### config.mk
export PLATFORM = sky130hd
export DESIGN_NAME = request_buffer_flat
export DESIGN_NICKNAME = d
export VERILOG_FILES = /design/src/rtl/elevator_pkg.sv /design/src/rtl/request_buffer_if.sv /design/src/rtl/btn_debounce.sv /design/src/rtl/request_buffer.sv /design/src/flat_wrapper.sv
export SDC_FILE = /design/constraint.sdc
export NUM_CORES = 1
export LEC_CHECK = 0
export CAP_MARGIN = 20
export CELL_PAD_IN_SITES_DETAIL_PLACEMENT = 2
export CELL_PAD_IN_SITES_GLOBAL_PLACEMENT = 2
export CORE_MARGIN = 4
export CORE_UTILIZATION = 36
export CTS_CLUSTER_DIAMETER = 30
export DETAILED_ROUTE_END_ITERATION = 8
export PLACE_DENSITY_LB_ADDON = 0.15
export SLEW_MARGIN = 15
export SYNTH_ARGS = -nofsm -noshare
export SYNTH_HDL_FRONTEND = slang
export SYNTH_SLANG_ARGS = --single-unit
### constraint.sdc
create_clock -name clk -period 1.1 [get_ports clk]
set_input_delay 0.11 -clock clk [delete_from_list [all_inputs] [get_ports clk]]
set_output_delay 0.11 -clock clk [all_outputs]
set_load 0.05 [all_outputs]
### src/rtl/elevator_pkg.sv
// Shared elevator constants, status codes and helpers.
// Used by the request buffer and the FSM wrapper.
package elevator_pkg;

  localparam int NUM_FLOORS      = 8;
  localparam int FLOOR_W         = 3;
  localparam int DEBOUNCE_CYCLES = 4;

  typedef logic [NUM_FLOORS-1:0] flr_vec_t;

  typedef enum logic [3:0] {
    ST_IDLE  = 4'd0,
    ST_UP    = 4'd1,
    ST_DOWN  = 4'd2,
    ST_OPEN  = 4'd3,
    ST_CLOSE = 4'd4
  } status_e;

  // One-hot of floor f; all-zero when f is not a served floor.
  function automatic flr_vec_t floor_mask(
    input logic [FLOOR_W-1:0] f
  );
    floor_mask = '0;
    for (int i = 0; i < NUM_FLOORS; i++)
      floor_mask[i] = (f == FLOOR_W'(i));
  endfunction

endpackage

### src/rtl/request_buffer_if.sv
// Button inputs, FSM feedback and pending-request outputs
// of the request buffer.
interface request_buffer_if;
  import elevator_pkg::*;

  flr_vec_t             upcall_input;
  flr_vec_t             downcall_input;
  flr_vec_t             floor_btn_input;
  logic [FLOOR_W-1:0]   floor;
  logic [3:0]           status;
  logic                 nextup;
  logic                 nextdown;
  flr_vec_t             upcall;
  flr_vec_t             downcall;
  flr_vec_t             floor_btn;
  logic                 req_above;
  logic                 req_below;
  logic                 any_req;

  modport master (
    output upcall_input, downcall_input,
    output floor_btn_input, floor, status,
    output nextup, nextdown,
    input  upcall, downcall, floor_btn,
    input  req_above, req_below, any_req
  );

  modport slave (
    input  upcall_input, downcall_input,
    input  floor_btn_input, floor, status,
    input  nextup, nextdown,
    output upcall, downcall, floor_btn,
    output req_above, req_below, any_req
  );

endinterface

### src/rtl/btn_debounce.sv
// Synchronise and debounce one raw button.
// Emits a one-cycle press pulse on an accepted rising edge.
module btn_debounce #(
  parameter int DEBOUNCE_CYCLES = 4
) (
  input  logic clk,
  input  logic rst,
  input  logic raw,
  output logic press
);

  localparam int CW = $clog2(DEBOUNCE_CYCLES);
  localparam logic [CW-1:0] LAST =
    CW'(DEBOUNCE_CYCLES - 1);

  logic          meta;
  logic          s;
  logic          d;
  logic [CW-1:0] cnt;

  // two-flop synchroniser for the asynchronous button
  always_ff @(posedge clk or negedge rst) begin
    if (!rst) begin
      meta <= 1'b0;
      s    <= 1'b0;
    end else begin
      meta <= raw;
      s    <= meta;
    end
  end

  // accept s only after it differs from d for the full window
  always_ff @(posedge clk or negedge rst) begin
    if (!rst) begin
      d     <= 1'b0;
      cnt   <= '0;
      press <= 1'b0;
    end else begin
      press <= 1'b0;
      if (s == d) begin
        cnt <= '0;
      end else if (cnt == LAST) begin
        d     <= s;
        cnt   <= '0;
        press <= s;
      end else begin
        cnt <= cnt + 1'b1;
      end
    end
  end

endmodule

### src/rtl/request_buffer.sv
// Latch debounced button presses as pending requests and
// clear them as the car services each floor.
module request_buffer (
  input  logic             clk,
  input  logic             rst,
  request_buffer_if.slave  bus
);
  import elevator_pkg::*;

  localparam flr_vec_t UP_MASK =
    {1'b0, {(NUM_FLOORS-1){1'b1}}};
  localparam flr_vec_t DN_MASK =
    {{(NUM_FLOORS-1){1'b1}}, 1'b0};

  flr_vec_t up_press;
  flr_vec_t dn_press;
  flr_vec_t fb_press;
  flr_vec_t hit;
  flr_vec_t up_clr;
  flr_vec_t dn_clr;
  flr_vec_t pend;

  for (genvar i = 0; i < NUM_FLOORS; i++) begin : g_btn
    btn_debounce #(
      .DEBOUNCE_CYCLES(DEBOUNCE_CYCLES)
    ) u_up (
      .clk  (clk),
      .rst  (rst),
      .raw  (bus.upcall_input[i]),
      .press(up_press[i])
    );
    btn_debounce #(
      .DEBOUNCE_CYCLES(DEBOUNCE_CYCLES)
    ) u_dn (
      .clk  (clk),
      .rst  (rst),
      .raw  (bus.downcall_input[i]),
      .press(dn_press[i])
    );
    btn_debounce #(
      .DEBOUNCE_CYCLES(DEBOUNCE_CYCLES)
    ) u_fb (
      .clk  (clk),
      .rst  (rst),
      .raw  (bus.floor_btn_input[i]),
      .press(fb_press[i])
    );
  end

  // door open at a floor clears the calls in the travel direction
  always_comb begin
    hit    = '0;
    up_clr = '0;
    dn_clr = '0;
    if (bus.status == ST_OPEN)
      hit = floor_mask(bus.floor);
    if (bus.nextup || !bus.nextdown)
      up_clr = hit;
    if (bus.nextdown || !bus.nextup)
      dn_clr = hit;
  end

  // set on press, clear on service; clear wins on the same bit
  always_ff @(posedge clk or negedge rst) begin
    if (!rst) begin
      bus.upcall    <= '0;
      bus.downcall  <= '0;
      bus.floor_btn <= '0;
    end else begin
      bus.upcall <=
        (bus.upcall | up_press) & ~up_clr & UP_MASK;
      bus.downcall <=
        (bus.downcall | dn_press) & ~dn_clr & DN_MASK;
      bus.floor_btn <=
        (bus.floor_btn | fb_press) & ~hit;
    end
  end

  // direction hints relative to the current floor
  always_comb begin
    pend = bus.upcall | bus.downcall | bus.floor_btn;
    bus.req_above = 1'b0;
    bus.req_below = 1'b0;
    for (int i = 0; i < NUM_FLOORS; i++) begin
      if (FLOOR_W'(i) > bus.floor)
        bus.req_above = bus.req_above | pend[i];
      if (FLOOR_W'(i) < bus.floor)
        bus.req_below = bus.req_below | pend[i];
    end
    bus.any_req = |pend;
  end

endmodule

### src/flat_wrapper.sv
// flat-port wrapper written by rule: the top's interface ports become plain ports
module request_buffer_flat import elevator_pkg::*;
  (clk, rst, bus_upcall_input, bus_downcall_input, bus_floor_btn_input, bus_floor, bus_status, bus_nextup, bus_nextdown, bus_upcall, bus_downcall, bus_floor_btn, bus_req_above, bus_req_below, bus_any_req);
  request_buffer_if bus_i ();
  input  logic clk;
  input  logic rst;
  input wire logic [$bits(bus_i.upcall_input)-1:0] bus_upcall_input;
  input wire logic [$bits(bus_i.downcall_input)-1:0] bus_downcall_input;
  input wire logic [$bits(bus_i.floor_btn_input)-1:0] bus_floor_btn_input;
  input wire logic [$bits(bus_i.floor)-1:0] bus_floor;
  input wire logic [$bits(bus_i.status)-1:0] bus_status;
  input wire logic [$bits(bus_i.nextup)-1:0] bus_nextup;
  input wire logic [$bits(bus_i.nextdown)-1:0] bus_nextdown;
  output wire logic [$bits(bus_i.upcall)-1:0] bus_upcall;
  output wire logic [$bits(bus_i.downcall)-1:0] bus_downcall;
  output wire logic [$bits(bus_i.floor_btn)-1:0] bus_floor_btn;
  output wire logic [$bits(bus_i.req_above)-1:0] bus_req_above;
  output wire logic [$bits(bus_i.req_below)-1:0] bus_req_below;
  output wire logic [$bits(bus_i.any_req)-1:0] bus_any_req;
  assign bus_i.upcall_input = bus_upcall_input;
  assign bus_i.downcall_input = bus_downcall_input;
  assign bus_i.floor_btn_input = bus_floor_btn_input;
  assign bus_i.floor = bus_floor;
  assign bus_i.status = bus_status;
  assign bus_i.nextup = bus_nextup;
  assign bus_i.nextdown = bus_nextdown;
  assign bus_upcall = bus_i.upcall;
  assign bus_downcall = bus_i.downcall;
  assign bus_floor_btn = bus_i.floor_btn;
  assign bus_req_above = bus_i.req_above;
  assign bus_req_below = bus_i.req_below;
  assign bus_any_req = bus_i.any_req;
  request_buffer u_core (.clk(clk), .rst(rst), .bus(bus_i));
endmodule
==> flow_summary.yaml <==
run_status:
  status: "finished with violations"
  violations: "negative setup slack"
setup_path:
  end_kind: "primary output"
  r2r-start: "u_core.g_btn[0].u_fb.cnt[0]"
  setup.worst_path.start_class: "flip-flop"
  rrSetupSlack_ps: 10
  cp_data_arrival_time_ps: 1920
  worstRegToRegCells: 2
  path_max_fanout: 2
  cp_top_family: "simple AND/OR/NAND/NOR gates"
  critPathKind: "flip-flop to primary output"
  cp.buffers_inverters: 2
  slowest_stage: "dfrtp_2"
  cp_cell_sequence: "nor3_4, nand2_2, nor4_4, buf_4, a31oi_4, buf_12"
  critPathMaxStageDelay_ps: 420
  crit_required_ps: 990
  r2r_end: "u_core.g_btn[0].u_fb.d"
cts:
  cts_buffer_depth: 2
  cts_htree_levels: 4
  cts_tree: "yes"
  cts_made_buffers: 17
  cts.sinks: 154
  clk_pin_slew_ps: 70
  clk_latency_ps: 430
  root_buffer: "clkbuf_16"
cells_and_area:
  final_cell_mix: "132 x dfrtp_1, 43 x buf_4, 26 x buf_12"
  drive_gt1_frac: 0.367
  layout.nets: 570
  fillers: 1336
  final_core_util: 0.542
  regArea_um2: 3880
  multiInputGateArea_um2: 1800
  n_antenna_cell: 0
  synthToLayoutAreaGrowth_pct: 45.1
  mostFrequentLayoutCell: "dfrtp_1"
global_routing:
  grt_pass1_wl_um: 21600
  grt_remaining_overflow: 0
  grt_max_degree: 57
  first_global_vias: 4109
  grt_usage: 0.163
  antenna_found_initial: 0
die:
  ios: 62
  start_util: 0.374
  rows: 44
  core_area_um2: 14800
  die_h_um: 132
  die-area_um2: 17400
  die_width_um: 132
sta:
  fmax_mhz: 492
  fin_tns_setup_ps: -5700
  setup_violations: 25
  fin_crit_sh: 1.85
  drv_slew: 0
  rsz0062_at_grt: "yes"
  clock_skew_ps: 5.24
  finalWorstSetupSlack_ps: -934
  finalCriticalPeriod_ps: 2030
  finalHoldViolCount: 0
place:
  numPortBuffers: 57
  dpl.hpwl_um: 8610
  gp_congestion: 0.751
power:
  ir_drop_mv: 1.99
  p_seq_frac: 0.375
  power.internal_mw: 15.5
  p_per_area_nw_per_um2: 2840
  clkPwrFrac: 0.274
  power.switching_mw: 7.26
  switching_share: 0.319
  leakagePower_nw: 3.72
  comb_power_share: 0.351
routing:
  avgRoutedWirePerCell_um: 19.2
  dr.pass1.iters: 4
  viasPerCell: 4.87
  routed_wl_um: 13600
  drc: 0
  first_iter_violations: 127
  ant_nets: 0
  num_vias: 3460
yosys:
  synth_area_leaders: "dfrtp_1 70%, ha_1 5.0%, mux2_2 4.3%, and3b_1 3.3%, xnor2_1 3.3%"
  ys_seq_area_frac: 0.699
  avgSynthCellArea_um2: 14.8
  yosysTopAreaCellShare: 0.699
  syn_area_um2: 5510
  netlist_instances: 373
  ys_types: 37
  synth_top_cell_by_area: "dfrtp_1"
  ys_ff_latch: 154
  yosys_warnings: 0
min_path:
  hp-class: "primary input to async pin"
flow_run:
  max-cap-violations: 0
-- cell families (layout without fill, tap and decap cells) --
group           after synthesis  after routing  synth area share
flops                       154            154             0.699
mux                          21             21            0.0429
other cells                   1              2          0.000680
simple gates                116            116             0.128
xor+xnor                     22             22            0.0350
compound gates               30             30            0.0377
buf+inv                       7            159           0.00635
fa+ha+maj                    22             22            0.0499
-- cells in the mapped netlist --
library cell / n
or3_1: 2
buf_4: 2
conb_1: 1
dfrtp_1: 154
nor2b_1: 23
and3b_1: 21
buf_2: 1
o21a_1: 4
nand3b_1: 1
o21ai_0: 5
nand2b_1: 3
nand2_1: 6
nand4b_1: 1
or3b_4: 1
o32a_1: 1
xor2_1: 1
a21oi_1: 8
mux2_2: 21
and3_1: 1
o31a_1: 1
o22a_1: 7
ha_1: 22
nor3_1: 28
nor4_1: 1
inv_1: 2
nor2_4: 1
nor2_1: 21
xnor2_1: 21
a221oi_1: 1
nand3_1: 1
a31oi_1: 2
nor4b_1: 1
and2_1: 1
o221a_2: 1
clkbuf_1: 2
nor3b_1: 2
nand4_4: 1
-- worst max-delay path by stage --
stage	depth (start not counted)	to	start	slack, ps
2_1_floorplan	4	bus_req_above	u_core.bus.downcall[7]	-430
5_1_grt	6	bus_req_above	u_core.bus.floor_btn[5]	-1020
3_5_place_dp	6	bus_req_below	bus_floor[1]	-590
4_1_cts	6	bus_req_below	u_core.bus.downcall[2]	-890
3_3_place_gp	6	u_core.bus.upcall[4]	bus_floor[0]	-530
6_report	6	bus_req_above	u_core.bus.floor_btn[5]	-930
-- registers in the layout (all words and copies together) (netlist names), 8 cells and up --
register	cells
u_core.g_btn.u_fb.d	8
u_core.bus.floor_btn	8
u_core.g_btn.u_fb.press	8
u_core.g_btn.u_dn.cnt	14
u_core.g_btn.u_fb.meta	8
u_core.g_btn.u_up.cnt	14
u_core.g_btn.u_fb.cnt	16
u_core.g_btn.u_fb.s	8
-- routing by layer --
layer | share of wire | up-vias | track usage
met3 | 0.031 | 16 | 0.0477
met2 | 0.54 | 49 | 0.294
li1 | - | 1570 | -
met5 | 0 | - | 0
met4 | 0.017 | 0 | 0.0595
met1 | 0.41 | 1825 | 0.182
-- power by group through the flow --
| stage | Combinational (mW) | Sequential [mW] | Clock (mW) |
|---|---|---|---|
| 5_1_grt | 8.58 | 8.72 | 6.70 |
| 4_1_cts | 7.73 | 8.52 | 6.42 |
| 2_1_floorplan | 2.38 | 9.58 | 0 |
| 3_5_place_dp | 7.22 | 8.48 | 0 |
| 3_3_place_gp | 6.87 | 8.31 | 0 |
| 6_report | 7.97 | 8.53 | 6.24 |
-- layout make-up --
| type | count | area share |
|---|---|---|
| multi-input cells | 213 | 0.225 |
| clock inverters | 13 | 0.0239 |
| inverters | 2 | 0.000939 |
| repair buffers | 125 | 0.180 |
| clock buffers | 19 | 0.0554 |
| flip-flops and latches | 154 | 0.485 |
| well taps | 184 | 0.0288 |
-- what timing repair did --
item,in CTS,in global routing
cloned,0,0
setup buffers,11,25
hold endpoints to repair,154,0
hold buffers,1,0
gates resized for setup,38,22
pin swaps,7,5
setup endpoints to repair,35,43
-- stage by stage --
stage                     power [mW]  setup slack [ps]  instances  area [um2]  hold slack (ps)
final                           22.7              -934        710        8000              103
after CTS                       22.7              -890        696        7840             83.3
after global placement          15.2              -529        658        7030            -21.9
after global routing            24.0             -1020        710        8000             93.0
after floorplan                 12.0              -426        374        5640             -186
after detailed placement        15.7              -590        658        7030            -22.9
(Power assumes the default switching activity.)
